`src/rtl/mem_arbiter_pkg.sv`:
```
// Shared types and constants for the IF/LSU Avalon-MM host-port arbiter.
// Owner ids tag every in-flight read so its response can be routed back.
package mem_arbiter_pkg;

  typedef enum logic [1:0] {
    ST_IDLE    = 2'd0,
    ST_HOLD_IF = 2'd1,
    ST_HOLD_LS = 2'd2
  } arb_state_e;

  typedef logic owner_t;

  localparam owner_t     OWNER_IF = 1'b0;
  localparam owner_t     OWNER_LS = 1'b1;
  localparam logic [3:0] BE_ALL   = 4'hF;

  typedef struct packed {
    logic        read;
    logic        write;
    logic [31:0] address;
    logic [31:0] writedata;
    logic [3:0]  byteenable;
  } bus_cmd_t;

  function automatic arb_state_e hold_state(input owner_t owner);
    return (owner == OWNER_LS) ? ST_HOLD_LS : ST_HOLD_IF;
  endfunction

endpackage

```
`src/rtl/owner_fifo.sv`:
```
// Small synchronous FIFO recording which requester issued each outstanding read.
// Push and pop may coincide; a pop while empty or push while full is ignored.
module owner_fifo #(
  parameter int DEPTH = 2,
  parameter int WIDTH = 1
) (
  input  logic             clk,
  input  logic             rst_b,
  input  logic             push,
  input  logic [WIDTH-1:0] push_data,
  input  logic             pop,
  output logic [WIDTH-1:0] head,
  output logic             full,
  output logic             empty
);

  localparam int PTR_W = (DEPTH > 1) ? $clog2(DEPTH) : 1;
  localparam int CNT_W = $clog2(DEPTH + 1);

  logic [WIDTH-1:0] mem_q [DEPTH];
  logic [PTR_W-1:0] wr_ptr_q, wr_ptr_d;
  logic [PTR_W-1:0] rd_ptr_q, rd_ptr_d;
  logic [CNT_W-1:0] count_q, count_d;
  logic             do_push, do_pop;

  function automatic logic [PTR_W-1:0] next_ptr(input logic [PTR_W-1:0] ptr);
    return (ptr == PTR_W'(DEPTH - 1)) ? '0 : ptr + 1'b1;
  endfunction

  assign full    = (count_q == CNT_W'(DEPTH));
  assign empty   = (count_q == '0);
  assign head    = mem_q[rd_ptr_q];
  assign do_push = push & ~full;
  assign do_pop  = pop & ~empty;

  // NOTE: every variable driven here gets a default first, so no latch is inferred.
  always_comb begin
    wr_ptr_d = wr_ptr_q;
    rd_ptr_d = rd_ptr_q;
    count_d  = count_q;
    if (do_push) wr_ptr_d = next_ptr(wr_ptr_q);
    if (do_pop)  rd_ptr_d = next_ptr(rd_ptr_q);
    if (do_push && !do_pop)      count_d = count_q + 1'b1;
    else if (do_pop && !do_push) count_d = count_q - 1'b1;
  end

  // NOTE: sequential state uses non-blocking assignments so all registers update together.
  always_ff @(posedge clk or negedge rst_b) begin
    if (!rst_b) begin
      wr_ptr_q <= '0;
      rd_ptr_q <= '0;
      count_q  <= '0;
    end else begin
      wr_ptr_q <= wr_ptr_d;
      rd_ptr_q <= rd_ptr_d;
      count_q  <= count_d;
    end
  end

  // NOTE: storage is not reset; the occupancy counter alone decides which entries are valid.
  always_ff @(posedge clk) begin
    if (do_push) mem_q[wr_ptr_q] <= push_data;
  end

endmodule

```
`src/rtl/mem_arbiter.sv`:
```
// Shares one Avalon-MM host port between instruction fetch (read-only) and the LSU.
// LSU has fixed priority; a saturating starvation counter guarantees IF progress.
module mem_arbiter
  import mem_arbiter_pkg::*;
#(
  parameter int OUTSTANDING  = 2,
  parameter int STARVE_LIMIT = 8
) (
  input  logic        clk,
  input  logic        rst_b,
  input  logic        if_read,
  input  logic [31:0] if_address,
  output logic        if_waitrequest,
  output logic [31:0] if_readdata,
  output logic        if_readdatavalid,
  input  logic        ls_read,
  input  logic        ls_write,
  input  logic [31:0] ls_address,
  input  logic [31:0] ls_writedata,
  input  logic [3:0]  ls_byteenable,
  output logic        ls_waitrequest,
  output logic [31:0] ls_readdata,
  output logic        ls_readdatavalid,
  output logic        avm_read,
  output logic        avm_write,
  output logic [31:0] avm_address,
  output logic [31:0] avm_writedata,
  output logic [3:0]  avm_byteenable,
  input  logic        avm_waitrequest,
  input  logic [31:0] avm_readdata,
  input  logic        avm_readdatavalid
);

  localparam int SC_W = $clog2(STARVE_LIMIT + 1);

  arb_state_e      state_q, state_d;
  logic [SC_W-1:0] starve_q, starve_d;

  owner_t   owner;
  bus_cmd_t if_cmd, ls_cmd, sel_cmd;
  logic     ls_req, starved, blocked, cmd_valid, accepted;
  logic     fifo_full, fifo_empty, fifo_push;
  owner_t   fifo_head;

  assign ls_req  = ls_read | ls_write;
  assign starved = (starve_q == SC_W'(STARVE_LIMIT)) & if_read;

  assign if_cmd = '{read: if_read, write: 1'b0, address: if_address,
                    writedata: '0, byteenable: BE_ALL};
  assign ls_cmd = '{read: ls_read, write: ls_write, address: ls_address,
                    writedata: ls_writedata, byteenable: ls_byteenable};

  always_ff @(posedge clk or negedge rst_b) begin
    if (!rst_b) begin
      state_q  <= ST_IDLE;
      starve_q <= '0;
    end else begin
      state_q  <= state_d;
      starve_q <= starve_d;
    end
  end

  // Owner selection, command mux and requester handshakes.
  always_comb begin
    owner = OWNER_IF;
    unique case (state_q)
      ST_HOLD_IF: owner = OWNER_IF;
      ST_HOLD_LS: owner = OWNER_LS;
      default:    owner = (ls_req & ~starved) ? OWNER_LS : OWNER_IF;
    endcase

    sel_cmd   = (owner == OWNER_LS) ? ls_cmd : if_cmd;
    blocked   = sel_cmd.read & fifo_full;
    cmd_valid = (sel_cmd.read & ~blocked) | sel_cmd.write;
    accepted  = cmd_valid & ~avm_waitrequest;

    avm_read       = sel_cmd.read & ~blocked;
    avm_write      = sel_cmd.write;
    avm_address    = cmd_valid ? sel_cmd.address    : '0;
    avm_writedata  = cmd_valid ? sel_cmd.writedata  : '0;
    avm_byteenable = cmd_valid ? sel_cmd.byteenable : '0;

    if_waitrequest = ~((owner == OWNER_IF) & if_read & ~avm_waitrequest & ~blocked);
    ls_waitrequest = ~((owner == OWNER_LS) & ls_req  & ~avm_waitrequest & ~blocked);
  end

  always_comb begin
    state_d = state_q;
    unique case (state_q)
      ST_IDLE:    if (cmd_valid && avm_waitrequest) state_d = hold_state(owner);
      ST_HOLD_IF,
      ST_HOLD_LS: if (accepted) state_d = ST_IDLE;
      default:    state_d = ST_IDLE;
    endcase
  end

  // Counts consecutive IF denials, saturating so the priority flip is sticky.
  always_comb begin
    starve_d = starve_q;
    if (!if_waitrequest)
      starve_d = '0;
    else if (if_read && starve_q != SC_W'(STARVE_LIMIT))
      starve_d = starve_q + 1'b1;
  end

  assign fifo_push = avm_read & ~avm_waitrequest;

  owner_fifo #(
    .DEPTH (OUTSTANDING),
    .WIDTH (1)
  ) u_owner_fifo (
    .clk       (clk),
    .rst_b     (rst_b),
    .push      (fifo_push),
    .push_data (owner),
    .pop       (avm_readdatavalid),
    .head      (fifo_head),
    .full      (fifo_full),
    .empty     (fifo_empty)
  );

  assign if_readdata      = avm_readdata;
  assign ls_readdata      = avm_readdata;
  assign if_readdatavalid = avm_readdatavalid & ~fifo_empty & (fifo_head == OWNER_IF);
  assign ls_readdatavalid = avm_readdatavalid & ~fifo_empty & (fifo_head == OWNER_LS);

  a_no_orphan_beat: assert property (@(posedge clk) disable iff (!rst_b)
    avm_readdatavalid |-> !fifo_empty)
    else $warning("mem_arbiter: read beat with no outstanding read dropped");

  a_if_holds: assert property (@(posedge clk) disable iff (!rst_b)
    (state_q == ST_HOLD_IF) |-> if_read)
    else $error("mem_arbiter: IF dropped its read while held");

  a_ls_holds: assert property (@(posedge clk) disable iff (!rst_b)
    (state_q == ST_HOLD_LS) |-> ls_req)
    else $error("mem_arbiter: LSU dropped its command while held");

endmodule

```
`config.mk`:
```
export PLATFORM = sky130hd
export DESIGN_NAME = mem_arbiter
export DESIGN_NICKNAME = d
export VERILOG_FILES = /design/src/rtl/mem_arbiter_pkg.sv /design/src/rtl/owner_fifo.sv /design/src/rtl/mem_arbiter.sv
export SDC_FILE = /design/constraint.sdc
export NUM_CORES = 1
export LEC_CHECK = 0
export ABC_CLOCK_PERIOD_IN_PS = 2700
export CAP_MARGIN = 20
export CORE_AREA = 3 3 107 109
export CTS_CLUSTER_DIAMETER = 50
export DETAILED_ROUTE_END_ITERATION = 8
export DIE_AREA = 0 0 110 112
export DONT_BUFFER_PORTS = 1
export GPL_ROUTABILITY_DRIVEN = 0
export SLEW_MARGIN = 20
export SYNTH_ARGS = -nofsm -noshare
export SYNTH_HDL_FRONTEND = slang
export SYNTH_SLANG_ARGS = --single-unit
```
`constraint.sdc`:
```
create_clock -name clk -period 2.7 [get_ports clk]
set_clock_uncertainty 0.2 [all_clocks]
set_input_delay 0.405 -clock clk [delete_from_list [all_inputs] [get_ports clk]]
set_output_delay 0.405 -clock clk [all_outputs]
set_load 0.05 [all_outputs]
```
# --- After elaboration in Yosys (flattened, before gate mapping) ---
# Memories as Yosys holds them, arrays and structs flattened.
# Index checks and enable logic that the tools add are counted.
totals:
  reg_bits: 10
  mem_bits_rw: 2
  input_bits: 139
  output_inout_bits: 138
  n_memories: 1
op_classes:
  addsub: 5
  n_eq_ne: 7
  mux: 18
  bitwise: 27
  n_reduce_logical: 12
mem_list:
  columns: ["name", "words", "word_bits", "read_ports", "rd_ports_with_merged_regs", "wr", "line", "rtl"]
  rows:
  - ["u_owner_fifo.mem_q", 2, 1, 1, 0, 1, "owner_fifo.sv:20", "logic [WIDTH-1:0] mem_q [DEPTH];"]
op_table:
  columns: ["cell", "count"]
  rows:
  - ["$mux W70", 1]
  - ["$mux W32", 2]
  - ["$and A1 B1 Y1", 16]
  - ["$mux W4", 3]
  - ["$mux W2", 5]
  - ["$not A1 Y1", 9]
  - ["$mux W1", 5]
  - ["$add A4 B1 Y4 const B", 1]
  - ["$eq A2 B2 Y1 const B", 2]
  - ["$eq A4 B4 Y1 const B", 1]
  - ["$logic_and A1 B1 Y1", 4]
  - ["$logic_not A2 Y1", 2]
  - ["$ne A2 B2 Y1 const B", 2]
  - ["$ne A4 B4 Y1 const B", 1]
  - ["$pmux W2 S2", 1]
  - ["$reduce_bool A2 Y1", 2]
  - ["$add A1 B1 Y1 const B", 2]
  - ["$add A2 B1 Y2 const B", 1]
  - ["$eq A2 B1 Y1 const B", 1]
  - ["$logic_not A1 Y1", 2]
  - ["$or A1 B1 Y1", 2]
  - ["$pmux W1 S2", 1]
  - ["$reduce_and A2 Y1", 1]
  - ["$reduce_or A2 Y1", 1]
  - ["$sub A2 B1 Y2 const B", 1]

# --- Depth between registers and ports, before layout ---
# Gate-level depths: netlist of run 1.
depth:
  ltp_word: 16
  depth_mapped: 11
  mapped_depth_nobuf: 11

# --- Hierarchy ---
# Synthesis of run 1 repeated with hierarchy kept, for this count alone.
hier_totals:
  hier_cells: 302
  area_unflattened_um2: 2092.0
by_module_without_submodules:
  columns: ["mod", "instances", "cells_per_inst", "area_each_um2", "seq_area_each_um2"]
  rows:
  - ["mem_arbiter", 1, 280, 1824.2, 150.1]
  - ["owner_fifo", 1, 22, 267.8, 160.2]

# --- Least setup slack after synthesis of run 1 ---
# OpenSTA, ideal clock, no wires.
synth_timing:
  path_type: "register to output"
  from: "register state_q[0]"
  to: "output port avm_address[24]"
  arrival_ns: 2.265
  t_required_ns: 2.095
  setup_slack_ns: -0.170
  path_stages_with_launch: 10
  n_path_buf: 3
  cell_sequence: "dfrtp_1 inv_1 ha_1 buf_2 o21a_1 buf_4 inv_4 buf_6 nand2_1 a21oi_1"
synth_via:
  elab_chain_len: 8
synth_rtl:
  columns: ["item", "line", "rtl"]
  rows:
  - ["start, declared", "mem_arbiter.sv:36", "arb_state_e state_q, state_d;"]
  - ["start signal, assigned", "mem_arbiter.sv:58", "state_q <= state_d;"]
  - ["$eq A2 B2 Y1 / $eq A2 B1 Y1 (equally long branches)", "mem_arbiter.sv:66", "unique case (state_q)"]
  - ["$pmux W1 S2 (*)", "mem_arbiter.sv:66", null]
  - ["net owner", "mem_arbiter.sv:39", "owner_t owner;"]
  - ["$mux W70 (*)", "mem_arbiter.sv:72", "sel_cmd = (owner == OWNER_LS) ? ls_cmd : if_cmd;"]
  - ["$and A1 B1 Y1", "mem_arbiter.sv:73", "blocked = sel_cmd.read & fifo_full;"]
  - ["$not A1 Y1", "mem_arbiter.sv:74", "cmd_valid = (sel_cmd.read & ~blocked) | sel_cmd.write;"]
  - ["$and A1 B1 Y1", "mem_arbiter.sv:74", null]
  - ["$or A1 B1 Y1", "mem_arbiter.sv:74", null]
  - ["$mux W32 (*)", "mem_arbiter.sv:79", "avm_address = cmd_valid ? sel_cmd.address : '0;"]
  - ["end, declared", "mem_arbiter.sv:26", "output logic [31:0] avm_address,"]
# The timed path passes the listed nets; every way through them passes the cells marked *.

# --- Final worst setup path of run 1 ---
layout_timing:
  from: "register starve_q[0]"
  to: "output port avm_address[11]"
layout_via:
  elab_chain_len: 12
layout_rtl:
  columns: ["item", "line", "rtl"]
  rows:
  - ["start, declared", "mem_arbiter.sv:37", "logic [SC_W-1:0] starve_q, starve_d;"]
  - ["start signal, assigned", "mem_arbiter.sv:59", "starve_q <= starve_d;"]
  - ["$eq A4 B4 Y1 (*)", "mem_arbiter.sv:46", "assign starved = (starve_q == SC_W'(STARVE_LIMIT)) & if_read;"]
  - ["$and A1 B1 Y1 (*)", "mem_arbiter.sv:46", null]
  - ["$not A1 Y1 (*)", "mem_arbiter.sv:69", "default: owner = (ls_req & ~starved) ? OWNER_LS : OWNER_IF;"]
  - ["$and A1 B1 Y1 (*)", "mem_arbiter.sv:69", null]
  - ["$mux W1 (*)", "mem_arbiter.sv:69", null]
  - ["$pmux W1 S2 (*)", "mem_arbiter.sv:66", null]
  - ["$mux W70 (*)", "mem_arbiter.sv:72", null]
  - ["$and A1 B1 Y1", "mem_arbiter.sv:73", null]
  - ["$not A1 Y1", "mem_arbiter.sv:74", null]
  - ["$and A1 B1 Y1", "mem_arbiter.sv:74", null]
  - ["$or A1 B1 Y1", "mem_arbiter.sv:74", null]
  - ["$mux W32 (*)", "mem_arbiter.sv:79", null]
# Mark *: on every way between the ends. The rest lies on a longest branch, timed or not.

==> flow_summary.yaml, run 1 <==
global_routing:
  gr-total-overflow: 0
  grt_pass1_vias: 2024
  antenna_found_initial: 0
  grt_pass1_wl_mm: 9.94
  grt_max_degree: 38
  track_usage_pct: 10.1
logic_synthesis:
  synthTopCellsByArea: "buf_4, nand2_1, dfrtp_1"
  synthSimpleGateAreaFrac_pct: 32.9
  yosysTopAreaCell: "buf_4"
  synth_edf_count: 2
  synth-xor-area-share_pct: 2.94
  yosysTopAreaCellShare_pct: 24.5
  yosys.area_share.adder_pct: 3.00
  synth_top_family_by_area: "simple AND/OR/NAND/NOR gates"
  syn-mean-instance-area_um2: 6.70
  synth-seq-cells: 12
  syn_nets: 455
  synth_compound_area_share_pct: 14.5
  synthMuxAreaShare_pct: 2.04
  synth_async_sr_flop_share_pct: 83.3
  syn_area_um2: 2080
  yosysSeqAreaShare_pct: 14.9
  synth_warnings: 0
  ys_types: 40
  synthCells: 311
  ys.flop_type: "dfrtp_1"
route:
  via_per_inst: 4.52
  antenna_left: 0
  drt_pass1_iterations: 4
  drt-initial-drc-count: 68
  wl_per_cell_um: 16.3
  routed_wirelength_mm: 7.67
  num_vias: 2126
  detail_route.drc_violations: 0
worst_setup_path:
  crit_top_cell: "buf_12"
  crit_path_max_fanout: 6
  crit_arrival_ns: 2.12
  critPathCaptureType: "output port"
  crit_type: "flip-flop to output port"
  r2r_slack_ns: 0.34
  required_ns: 2.10
  cp_cell_sequence: "inv_2, ha_4, and4b_4, buf_12, o22ai_4, mux2i_4, buf_12, clkbuf_16, a21oi_4, buf_12"
  start_kind: "flip-flop"
  critPathMaxStageDelay_ns: 0.37
  critPathSlowestCell: "dfrtp_1"
timing:
  slew_headroom_pct: 66.1
  maxSlewViolCount: 0
  hold_viol: 0
  min_period_ns: 2.73
  setup_ws_ns: -0.0299
  setup_viol: 25
  max_freq_ghz: 0.366
  rsz0062_at_grt: "yes"
  period_share_pct: 101
  tightest_slew_ns: 0.507
  tns_ns: -0.326
die:
  dieHeight_um: 112
  die_w_um: 110
  num_rows: 38
  dieArea_um2: 12300
  ioPinCount: 277
  core-area_um2: 10700
  start_util_pct: 19.5
clock_network:
  clock_path_buffers: 2
  clock_sinks: 12
  cts_root_buffer: "clkbuf_8"
  clk_pin_slew_worst_paths_ns: 0.06
  cts_tree: "yes"
  numCtsBuffers: 3
  clk_latency_ns: 0.24
  cts.htree.levels: 1
place:
  dp.cells: 451
  numPortBuffers: 0
  dp_hpwl_mm: 5.34
job:
  drv_cap: 0
worst_hold_path:
  hp-class: "input port to flip-flop"
final_layout:
  drive_above_1_share_pct: 52.7
  num-nets-final: 475
  nFillCells: 1037
  multi_input_area_um2: 1650
  regArea_um2: 310
  diodes: 0
  area_growth_pct: 85.6
  fin_cells: 470
run_status:
  run_status: "finished with violations"
  violations: "setup timing"
==> path summary, 6_finish.rpt <==
kind / start / endpoint / cells after the start
min in group asynchronous: rst_b / u_owner_fifo.count_q[0]$_DFFE_PN0P_ / 1
max reg2reg: starve_q[0]$_DFFE_PN0P_ / u_owner_fifo.count_q[1]$_DFFE_PN0P_ / 11
max: starve_q[0]$_DFFE_PN0P_ / avm_address[11] / 10
min: if_read / starve_q[2]$_DFFE_PN0P_ / 3
min reg2reg: u_owner_fifo.rd_ptr_q$_DFFE_PN0P_ / u_owner_fifo.rd_ptr_q$_DFFE_PN0P_ / 1
max in group asynchronous: rst_b / state_q[1]$_DFFE_PN0P_ / 1
==> layout by cell type, fill, tap and decap left out, types with 4 or more instances in the layout <==
master and n:
nand2_1 70, buf_12 64, a21oi_4 33, and2_4 28
nor2_1 18, buf_4 15, dfrtp_1 10, buf_6 8
inv_1 7, o21ai_0 6, a21oi_1 6, and2_1 5
nor2_4 4, xnor2_1 4
==> flip-flops by register name, summed over array words and instances (netlist names) <==
name and cells:
starve_q 4, u_owner_fifo.rd_ptr_q 1, u_owner_fifo.count_q 2, u_owner_fifo.wr_ptr_q 1
state_q 2, u_owner_fifo.mem_q 2
==> per-stage QoR <==
step / util [%] / hold slack [ns] / cell area, um^2 / worst slack [ns]
finish: 36.2 / 0.209 / 3870 / -0.0299
floorplan: - / -0.0906 / 2200 / -0.0503
detailed placement: 29.6 / -0.0903 / 3170 / 0.0929
global placement: 29.6 / -0.0903 / 3170 / 0.174
CTS: 32.6 / 0.211 / 3490 / -0.0230
global route: 36.2 / 0.243 / 3870 / -0.0938
==> Yosys cell counts (4+ instances only) <==
library cell and count:
a21oi_1 38, and2_1 33, buf_2 5, buf_4 68
dfrtp_1 10, ha_1 5, inv_1 9, nand2_1 70
nor2_1 21, o21ai_0 6, xnor2_1 4
==> critical path, delay by kind of cell, from the launching register on <==
family | cells | cell delay (ns)
and+or+nand+nor | 1 | 0.23
DFF | 1 | 0.37
adders and majority gates | 1 | 0.16
AOI/OAI and AO/OA | 2 | 0.34
muxes | 1 | 0.10
buffers and inverters | 5 | 0.68
==> cell families after synthesis <==
logic type                 Yosys count
and+or+nand+nor                    141
buffers and inverters               89
AOI/OAI and AO/OA                   54
DFF                                 12
xor gates and xnor gates             7
adders and majority gates            5
muxes                                3
==> repair_timing <==
item	CTS	global route
cloned	1	5
gates resized for setup	30	62
endpoints found under the setup margin	51	37
setup buffers	6	2
hold endpoints to repair	10	0
hold buffers	1	0
pin swaps	4	6
==> layer usage <==
metal | vias to the layer above | share of wire (%) | GRT usage (%)
li1 | 977 | - | -
met1 | 985 | 35 | 10.7
met2 | 130 | 53 | 18.6
met3 | 34 | 9.0 | 1.80
met4 | 0 | 3.1 | 4.90
met5 | - | 0 | 0
==> final cells by class <==
cell class | count | share of cell area, %
flip-flops and latches | 12 | 8.02
inverters | 10 | 1.29
clock inverters | 1 | 0.0971
clock buffers | 3 | 1.07
multi-input cells | 210 | 42.6
well taps | 140 | 4.53
repair buffers | 94 | 42.4
Power of run 1 is not shown: default switching activity piles up to over one toggle a cycle in this logic, so the estimate is an artifact.
==> inputs of run 2 (changes only) <==
Settings changed: CORE_AREA 3 3 107 109 to 3 3 106 108, DIE_AREA 0 0 110 112 to 0 0 109 111.
==> run 2 against run 1 <==
The flow now finishes without violations. Non-clock buffer count is 12 higher. Sequential cell count stayed put. Hold slack better by 0.0040 ns. Critical path depth stayed put. Cell count is 1.7% higher.
==> flow_summary.yaml, run 2 (synthesis results as in run 1) <==
run_status:
  run_status: "complete, no violations"
final_layout:
  post-route-util_pct: 39.2
  drive_above_1_share_pct: 56.7
  fin_cells: 478
  area_growth_pct: 94.1
  diodes: 0
  final_common_cell: "nand2_1"
  layout_common_cells: "nand2_1, buf_12, and2_4"
  top_register: "starve_q"
  num-nets-final: 487
  largest_reg_flops: 4
worst_hold_path:
  hp-start: "if_read"
  holdPathEnd: "starve_q[2]$_DFFE_PN0P_"
  whs_path_depth: 3
  hp-class: "input port to flip-flop"
timing:
  setup_viol: 0
  rsz0062_at_grt: "yes"
  tightest_slew_ns: 0.564
  setup_ws_ns: 0.00798
  slew_headroom_pct: 62.0
  min_period_ns: 2.69
  maxSlewViolCount: 0
  period_share_pct: 99.7
  hold_viol: 0
  max_freq_ghz: 0.371
worst_setup_path:
  critPathCaptureType: "output port"
  crit_arrival_ns: 2.09
  rr_startpoint: "starve_q[1]$_DFFE_PN0P_"
  worstRegToRegCells: 11
  crit_type: "flip-flop to output port"
  reg2reg_to: "u_owner_fifo.count_q[1]$_DFFE_PN0P_"
  crit_path_max_fanout: 5
  r2r_slack_ns: 0.39
  start_kind: "flip-flop"
  required_ns: 2.10
die:
  die_w_um: 109
  core-area_um2: 10300
  dieHeight_um: 111
  start_util_pct: 20.2
  dieArea_um2: 12100
  num_rows: 37
  ioPinCount: 277
clock_network:
  clock_path_buffers: 2
  cts_root_buffer: "clkbuf_8"
  cts.htree.levels: 1
  clock_sinks: 12
  clk_latency_ns: 0.24
  numCtsBuffers: 3
  cts_tree: "yes"
  clk_pin_slew_worst_paths_ns: 0.05
global_routing:
  use_met1_pct: 12.8
  busiest_layer: "met2"
  grt_pass1_vias: 2266
  antenna_found_initial: 0
  grtUsageMet2_pct: 26.2
  grt_max_degree: 38
  track_usage_pct: 13.5
  gr-total-overflow: 0
  grtUsageMet3_pct: 4.72
  grt_pass1_wl_mm: 12.7
route:
  detail_route.drc_violations: 0
  drt_pass1_iterations: 4
  num_vias: 2221
  routed_wirelength_mm: 9.69
  wl_per_cell_um: 20.3
  drt-initial-drc-count: 142
  via_per_inst: 4.65
  antenna_left: 0
place:
  numPortBuffers: 0
  dp_hpwl_mm: 6.80
  dp_slack_ns: 0.0508
  dp.cells: 449
job:
  drv_cap: 0
[run 2: changes by cell type in the layout (fill, tap and decap cells not counted), moves of 2 or more]
cell / previous run / this run
nor2_4: 4 / 2
and2_1: 5 / 1
nand2_1: 70 / 68
buf_4: 15 / 21
a21oi_2: 0 / 2
buf_12: 64 / 67
nand2_2: 0 / 2
clkbuf_16: 3 / 5
nor2_2: 0 / 2
a21oi_4: 33 / 31
and2_4: 28 / 32
[run 2: cell type report]
type	instances	area [um^2]
fill	997	6280
timing repair buffer	106	1820
multi-input combinational	210	1650
sequential	12	310
tap	136	170
inverter	10	50.0
clock buffer	4	45.0
[run 2: how the worst max path moves through the flow]
stage                                       start                 to  cells after the start
after floorplan            state_q[0]$_DFFE_PN0P_     avm_address[3]                      8
after global placement     state_q[0]$_DFFE_PN0P_  avm_writedata[11]                      8
after detailed placement   state_q[0]$_DFFE_PN0P_  avm_writedata[16]                      8
after CTS                 starve_q[0]$_DFFE_PN0P_  avm_byteenable[3]                     10
after global routing      starve_q[1]$_DFFE_PN0P_  avm_byteenable[1]                     10
final                     starve_q[1]$_DFFE_PN0P_    avm_address[30]                     10
[run 2: worst max-delay path, cell delays in order, from the launching register on]
cell,delay [ns]
dfrtp_1,0.39
inv_2,0.08
ha_4,0.14
and4b_4,0.27
nor2_4,0.05
o22ai_4,0.17
mux2i_4,0.10
buf_6,0.16
clkbuf_16,0.17
a21oi_4,0.16
buf_12,0.15
[run 2: routing by layer]
metal | part of all wire, % | wire length (um) | vias to the layer above
met5 | 0 | 0 | -
met4 | 2.7 | 258 | 0
met3 | 10 | 970 | 33
met2 | 55 | 5320 | 145
met1 | 32 | 3130 | 1038
li1 | - | - | 1005
[run 2: what timing repair did]
action / in CTS / in global routing
setup buffers: 9 / 6
hold endpoints to repair: 10 / 0
hold buffers: 1 / 0
setup endpoints to repair: 71 / 70
pin swaps: 1 / 6
gates resized for setup: 57 / 48
gates cloned: 3 / 6
[run 2: metrics by stage]
step                      cell area [um^2]  TNS (ns)  hold WS, ns
after floorplan                       2200    -0.198      -0.0906
after global placement                3220         0      -0.0902
after detailed placement              3220         0      -0.0902
after CTS                             3570         0        0.202
after global routing                  4040    -0.965        0.234
final                                 4040         0        0.213
Power of run 2 is left out for the same reason.
